===== src/rtl/fmul_pkg.sv =====
// Shared types and helpers for the iterative mantissa multiplier.
package fmul_pkg;

  typedef enum logic [1:0] {
    IDLE  = 2'd0,
    MUL   = 2'd1,
    DRAIN = 2'd2,
    DONE  = 2'd3
  } fmul_iter_state_t;

  localparam fmul_iter_state_t FMUL_RST_STATE = IDLE;

  function automatic int fmul_ndigits(input int bbits);
    return bbits / 4;
  endfunction

endpackage


===== src/rtl/fmul_istage.sv =====
// One registered radix-2^mbits multiply step: {carry,result} <= a*m + carry_in.
module fmul_istage
  #(parameter int ibits       = 24,
    parameter int mbits       = 4,
    parameter bit async_reset = 1'b1,
    parameter int idx         = 0)
  (input  logic             i_clk,
   input  logic             i_nrst,
   input  logic [ibits-1:0] i_a,
   input  logic [mbits-1:0] i_m,
   input  logic [ibits-1:0] i_carry,
   input  logic             i_zres,
   output logic [mbits-1:0] o_result,
   output logic [ibits-1:0] o_carry);

  localparam int SW = ibits + mbits;

  if (idx < 0) begin : g_bad_idx
    $error("fmul_istage: idx must be non-negative");
  end

  // (2^ibits-1)*(2^mbits-1) + (2^ibits-1) < 2^SW, so the sum never overflows
  logic [SW-1:0] w_sum;
  logic [SW-1:0] w_nxt;
  logic [SW-1:0] r_sum;

  assign w_sum = SW'(i_a) * SW'(i_m) + SW'(i_carry);
  assign w_nxt = i_zres ? '0 : w_sum;

  if (async_reset) begin : g_areset
    always_ff @(posedge i_clk or negedge i_nrst) begin
      if (!i_nrst) r_sum <= '0;
      else         r_sum <= w_nxt;
    end
  end else begin : g_sreset
    always_ff @(posedge i_clk) begin
      if (!i_nrst) r_sum <= '0;
      else         r_sum <= w_nxt;
    end
  end

  assign o_result = r_sum[mbits-1:0];
  assign o_carry  = r_sum[SW-1:mbits];

endmodule


===== src/rtl/fmul_iter_ctrl.sv =====
// Iterative unsigned multiplier: walks B one nibble per cycle through a single
// fmul_istage, assembling the product LSB digit first.
module fmul_iter_ctrl
  import fmul_pkg::*;
  #(parameter int abits = 24,
    parameter int bbits = 24)
  (input  logic                   i_clk,
   input  logic                   i_nrst,
   input  logic                   i_valid,
   output logic                   o_ready,
   input  logic [abits-1:0]       i_a,
   input  logic [bbits-1:0]       i_b,
   input  logic                   i_flush,
   output logic                   o_valid,
   input  logic                   i_ready,
   output logic [abits+bbits-1:0] o_res,
   output logic                   o_busy);

  localparam int ND = fmul_ndigits(bbits);
  localparam int CW = (ND > 1) ? $clog2(ND) : 1;

  if ((bbits % 4) != 0 || ND < 2) begin : g_bad_bbits
    $error("fmul_iter_ctrl: bbits must be a multiple of 4 and at least 8");
  end

  typedef struct packed {
    fmul_iter_state_t       state;
    logic [CW-1:0]          cnt;
    logic [abits-1:0]       a;
    logic [bbits-1:0]       b;
    logic [abits+bbits-1:0] product;
  } regs_t;

  localparam regs_t REGS_RST = '{state: FMUL_RST_STATE, cnt: '0, a: '0, b: '0, product: '0};

  regs_t            r_q;
  regs_t            w_d;
  logic [3:0]       w_m;
  logic [abits-1:0] w_cin;
  logic [3:0]       w_res;
  logic [abits-1:0] w_carry;

  fmul_istage #(.ibits(abits), .mbits(4), .async_reset(1'b1), .idx(0)) u_stage (
    .i_clk    (i_clk),
    .i_nrst   (i_nrst),
    .i_a      (r_q.a),
    .i_m      (w_m),
    .i_carry  (w_cin),
    .i_zres   (1'b0),
    .o_result (w_res),
    .o_carry  (w_carry)
  );

  always_comb begin : comb_proc
    w_d     = r_q;
    w_m     = '0;
    w_cin   = '0;
    o_ready = 1'b0;
    case (r_q.state)
      IDLE: begin
        o_ready = 1'b1;
        if (i_valid) begin
          w_d.state = MUL;
          w_d.cnt   = '0;
          w_d.a     = i_a;
          w_d.b     = i_b;
        end
      end
      MUL: begin
        w_m   = r_q.b[{r_q.cnt, 2'b00} +: 4];
        w_cin = (r_q.cnt == '0) ? '0 : w_carry;
        // stage output lags one cycle, so digit k-1 arrives while digit k is fed
        if (r_q.cnt != '0)
          w_d.product[bbits-1:0] = {w_res, r_q.product[bbits-1:4]};
        if (r_q.cnt == CW'(ND - 1)) begin
          w_d.state = DRAIN;
          w_d.cnt   = '0;
        end else begin
          w_d.cnt = r_q.cnt + 1'b1;
        end
      end
      DRAIN: begin
        w_d.product[bbits-1:0]           = {w_res, r_q.product[bbits-1:4]};
        w_d.product[abits+bbits-1:bbits] = w_carry;
        w_d.state                        = DONE;
      end
      DONE: begin
        if (i_ready) begin
          o_ready   = 1'b1;
          w_d.state = IDLE;
          if (i_valid) begin
            w_d.state = MUL;
            w_d.cnt   = '0;
            w_d.a     = i_a;
            w_d.b     = i_b;
          end
        end
      end
      default: w_d = REGS_RST;
    endcase
    if (i_flush) w_d = REGS_RST;
  end

  always_ff @(posedge i_clk or negedge i_nrst) begin
    if (!i_nrst) r_q <= REGS_RST;
    else         r_q <= w_d;
  end

  assign o_valid = (r_q.state == DONE);
  assign o_busy  = (r_q.state != IDLE);
  assign o_res   = r_q.product;

endmodule

===== config.mk =====
export PLATFORM = sky130hd
export DESIGN_NAME = fmul_iter_ctrl
export DESIGN_NICKNAME = d
export VERILOG_FILES = /design/src/rtl/fmul_pkg.sv /design/src/rtl/fmul_istage.sv /design/src/rtl/fmul_iter_ctrl.sv
export SDC_FILE = /design/constraint.sdc
export NUM_CORES = 1
export LEC_CHECK = 0
export CORE_ASPECT_RATIO = 1.25
export CORE_MARGIN = 4
export CORE_UTILIZATION = 55
export CTS_CLUSTER_DIAMETER = 30
export DETAILED_ROUTE_END_ITERATION = 8
export HOLD_SLACK_MARGIN = 0.05
export PLACE_DENSITY = 0.78
export SETUP_SLACK_MARGIN = 0.2
export SLEW_MARGIN = 25
export SYNTH_ARGS = -nofsm -noshare
export SYNTH_HDL_FRONTEND = slang
export SYNTH_SLANG_ARGS = --single-unit
export TNS_END_PERCENT = 100

===== constraint.sdc =====
create_clock -name i_clk -period 5.9 [get_ports i_clk]
set_input_delay 1.18 -clock i_clk [delete_from_list [all_inputs] [get_ports i_clk]]
set_output_delay 1.18 -clock i_clk [all_outputs]
set_load 0.03 [all_outputs]

==> results.yml <==
pwr:
  seq_power_share: 0.355
  p_leak_nw: 5.47
  power_density_nw_per_um2: 276
  combPwrFrac: 0.272
  switching_share: 0.356
  ir_drop_mv: 0.227
  clkPwrFrac: 0.373
  internal-power_mw: 1.94
  power_switching_mw: 1.07
routing:
  drc: 0
  wl_per_cell_microns: 16.2
  wl_met3_microns: 885
  wl_met1_mm: 8.49
  top_layer: "met4"
  vias: 7259
  wl_mm: 21.1
  dr_wl_met2_mm: 11.2
  viasPerCell: 5.55
  dr.first_iter.drc_count: 653
  drtPass1Iterations: 5
  drtAntennaViolNets: 0
synthesis:
  ys.flop_type: "dfrtp_1"
  synthCells: 1051
  syn_area_per_cell_sq_um: 9.09
  yosysSeqAreaShare: 0.338
  synth_cell_types: 60
  yosys_register_bits: 129
  synthArstFlopShare: 1.00
  synth_edf_count: 0
  syn_nets: 1212
  ys_warn_count: 0
  syn_area_sq_um: 9550
placement:
  place.gp.congestion: 0.908
  dp_slack_ns: 0.545
  place_hpwl_mm: 15.6
  io_buffers: 103
floorplan:
  ios: 104
  fp.coreArea_sq_um: 16900
  initial_utilization: 0.565
  fp.dieH_microns: 155
  dieArea_sq_um: 19600
  rows: 53
  die-width_microns: 126
timing:
  hold_viol_final: 0
  fmax_mhz: 188
  rsz0062_at_grt: "no"
  final.setup.worst_slack_ns: 0.590
  slew_violations: 0
  period_share: 0.900
  tightest_slew_ns: 0.934
  setup_viol: 0
  skew_ns: 0.0120
  slew_headroom: 0.377
  period_needed_ns: 5.31
  tns_ns: 0
clock_tree:
  cts_tree: "built"
  cts-root-buf: "clkbuf_16"
  ctsHoldBuffers: 0
  clk_pin_slew_ns: 0.06
  cts.path.max_buffers: 2
  clock-sinks: 129
  clock_latency_ns: 0.43
  numCtsBuffers: 17
  htreeDepth: 4
grt:
  grt_pass1_wl_mm: 35.1
  grt_max_degree: 54
  antenna_found_initial: 0
  grt_pass1_vias: 7114
  grt_overflow: 0
  grt.total_usage: 0.221
worst_hold_path:
  hold_path_depth: 2
  hp-class: "flip-flop to flip-flop"
  hold_end: "o_res[2]"
  worstHoldStart: "o_res[2]"
critical_path:
  r2r_end: "u_stage.r_sum[26]"
  critical_path_required_ns: 6.25
  r2r_slack_ns: 0.59
  cp.arrival_ns: 5.66
  path_class: "flip-flop to flip-flop"
  start_kind: "flip-flop"
  r2r-start: "r_q[96]"
  worst-r2r-cell-count: 16
  cp-end-kind: "flip-flop"
  crit_fanout: 23
status:
  status: "completed"
layout:
  fin_nets: 1236
  area_growth_pct: 14.2
  multi_input_area_sq_um: 5320
  regArea_sq_um: 3230
  mostFrequentLayoutCells: "nand2_1, dfrtp_1, clkdlybuf4s50_1, inv_1, and3_1"
  fill_cells: 1398
  antenna_cells: 0
  drive_gt1_frac: 0.0570
  final_common_cell: "nand2_1"
flow_run:
  max_cap_viol_count: 0
==> cell usage after synthesis, types with 3 or more instances <==
library cell,instances,share of area
nand2_1,173,0.068
o22ai_2,3,0.0039
nand4_1,3,0.0020
buf_4,51,0.040
buf_6,3,0.0035
a21oi_1,74,0.039
nor2b_1,5,0.0033
nor3_1,5,0.0026
mux2i_1,29,0.030
a21o_1,4,0.0031
and3_1,95,0.062
o211ai_1,3,0.0024
nand3_1,10,0.0052
nand2b_1,29,0.019
fa_1,67,0.14
o21ai_1,3,0.0016
o31ai_1,3,0.0024
nor2_1,45,0.018
o21ai_0,40,0.021
buf_2,13,0.0068
dfrtp_1,129,0.34
o21bai_1,3,0.0024
xor2_1,8,0.0073
inv_1,99,0.039
xnor2_1,13,0.012
a211oi_1,6,0.0047
o21a_1,5,0.0039
clkbuf_1,36,0.014
and2_1,10,0.0065
mux4_2,4,0.0094
ha_1,41,0.054
==> sequential cells by signal (all words and copies together), names as in the netlist <==
register and flops:
o_res 48, u_stage.r_sum 28, r_q 53
==> cell type report <==
| cell class | count | share of cell area |
|---|---|---|
| multi-input cells | 714 | 0.487 |
| flip-flops and latches | 129 | 0.296 |
| repair buffers | 113 | 0.101 |
| clock buffers | 17 | 0.0390 |
| inverters | 100 | 0.0344 |
| well taps | 220 | 0.0252 |
| clock inverters | 15 | 0.0178 |
==> how the worst max path moves through the flow <==
stage / start / to / cells after the start
global route: r_q[96] / u_stage.r_sum[26] / 16
CTS: r_q[96] / u_stage.r_sum[19] / 16
detailed placement: r_q[96] / u_stage.r_sum[19] / 16
finish: r_q[96] / u_stage.r_sum[26] / 16
floorplan: r_q[96] / u_stage.r_sum[18] / 20
global placement: r_q[96] / u_stage.r_sum[26] / 16
==> what timing repair did <==
| action | in CTS | in global routing |
|---|---|---|
| setup buffers | 0 | 0 |
| resized for setup | 0 | 1 |
| endpoints found under the setup margin | 0 | 3 |
==> critical path, stage by stage (launching register included) <==
cell	delay, ns
dfrtp_1	0.72
mux4_2	0.33
inv_1	0.05
o22ai_2	0.61
and3_1	0.28
fa_1	0.43
fa_1	0.49
inv_1	0.05
fa_1	0.47
inv_1	0.04
ha_1	0.36
a21oi_2	0.25
o211ai_2	0.19
a22oi_1	0.44
a2111oi_2	0.16
nor3_1	0.21
xnor2_1	0.15
==> kinds of logic after synthesis <==
kind of cell             share of synthesized area
AO/OA/AOI/OAI                                0.106
multiplexers                                0.0410
AND/OR/NAND/NOR                              0.194
adder cells (fa/ha/maj)                      0.194
XOR/XNOR                                    0.0193
flip-flops                                   0.338
buffers and inverters                        0.107
==> per-layer routing <==
metal,track usage,vias to the layer above
met1,0.274,3549
met4,0.0864,0
met2,0.385,203
met5,0,-
li1,-,3459
met3,0.0361,48
==> per-stage QoR <==
step	hold WS (ns)	cells	instance area, sq um	power (mW)	utilization
CTS	0.485	1308	10900	3.03	0.645
finish	0.481	1308	10900	3.01	0.645
global placement	0.465	1276	10300	1.88	0.608
detailed placement	0.472	1276	10300	1.90	0.608
floorplan	0.451	1051	9550	1.67	-
global route	0.505	1308	10900	3.17	0.645
==> power groups by stage <==
stage               Combinational [mW]  Clock [mW]  Sequential (mW)
global placement                 0.797           0             1.08
finish                           0.817        1.12             1.07
CTS                              0.818        1.14             1.07
floorplan                        0.638           0             1.03
detailed placement               0.814           0             1.08
global route                     0.908        1.18             1.08
Note: power is estimated with default switching activity, not from simulation.
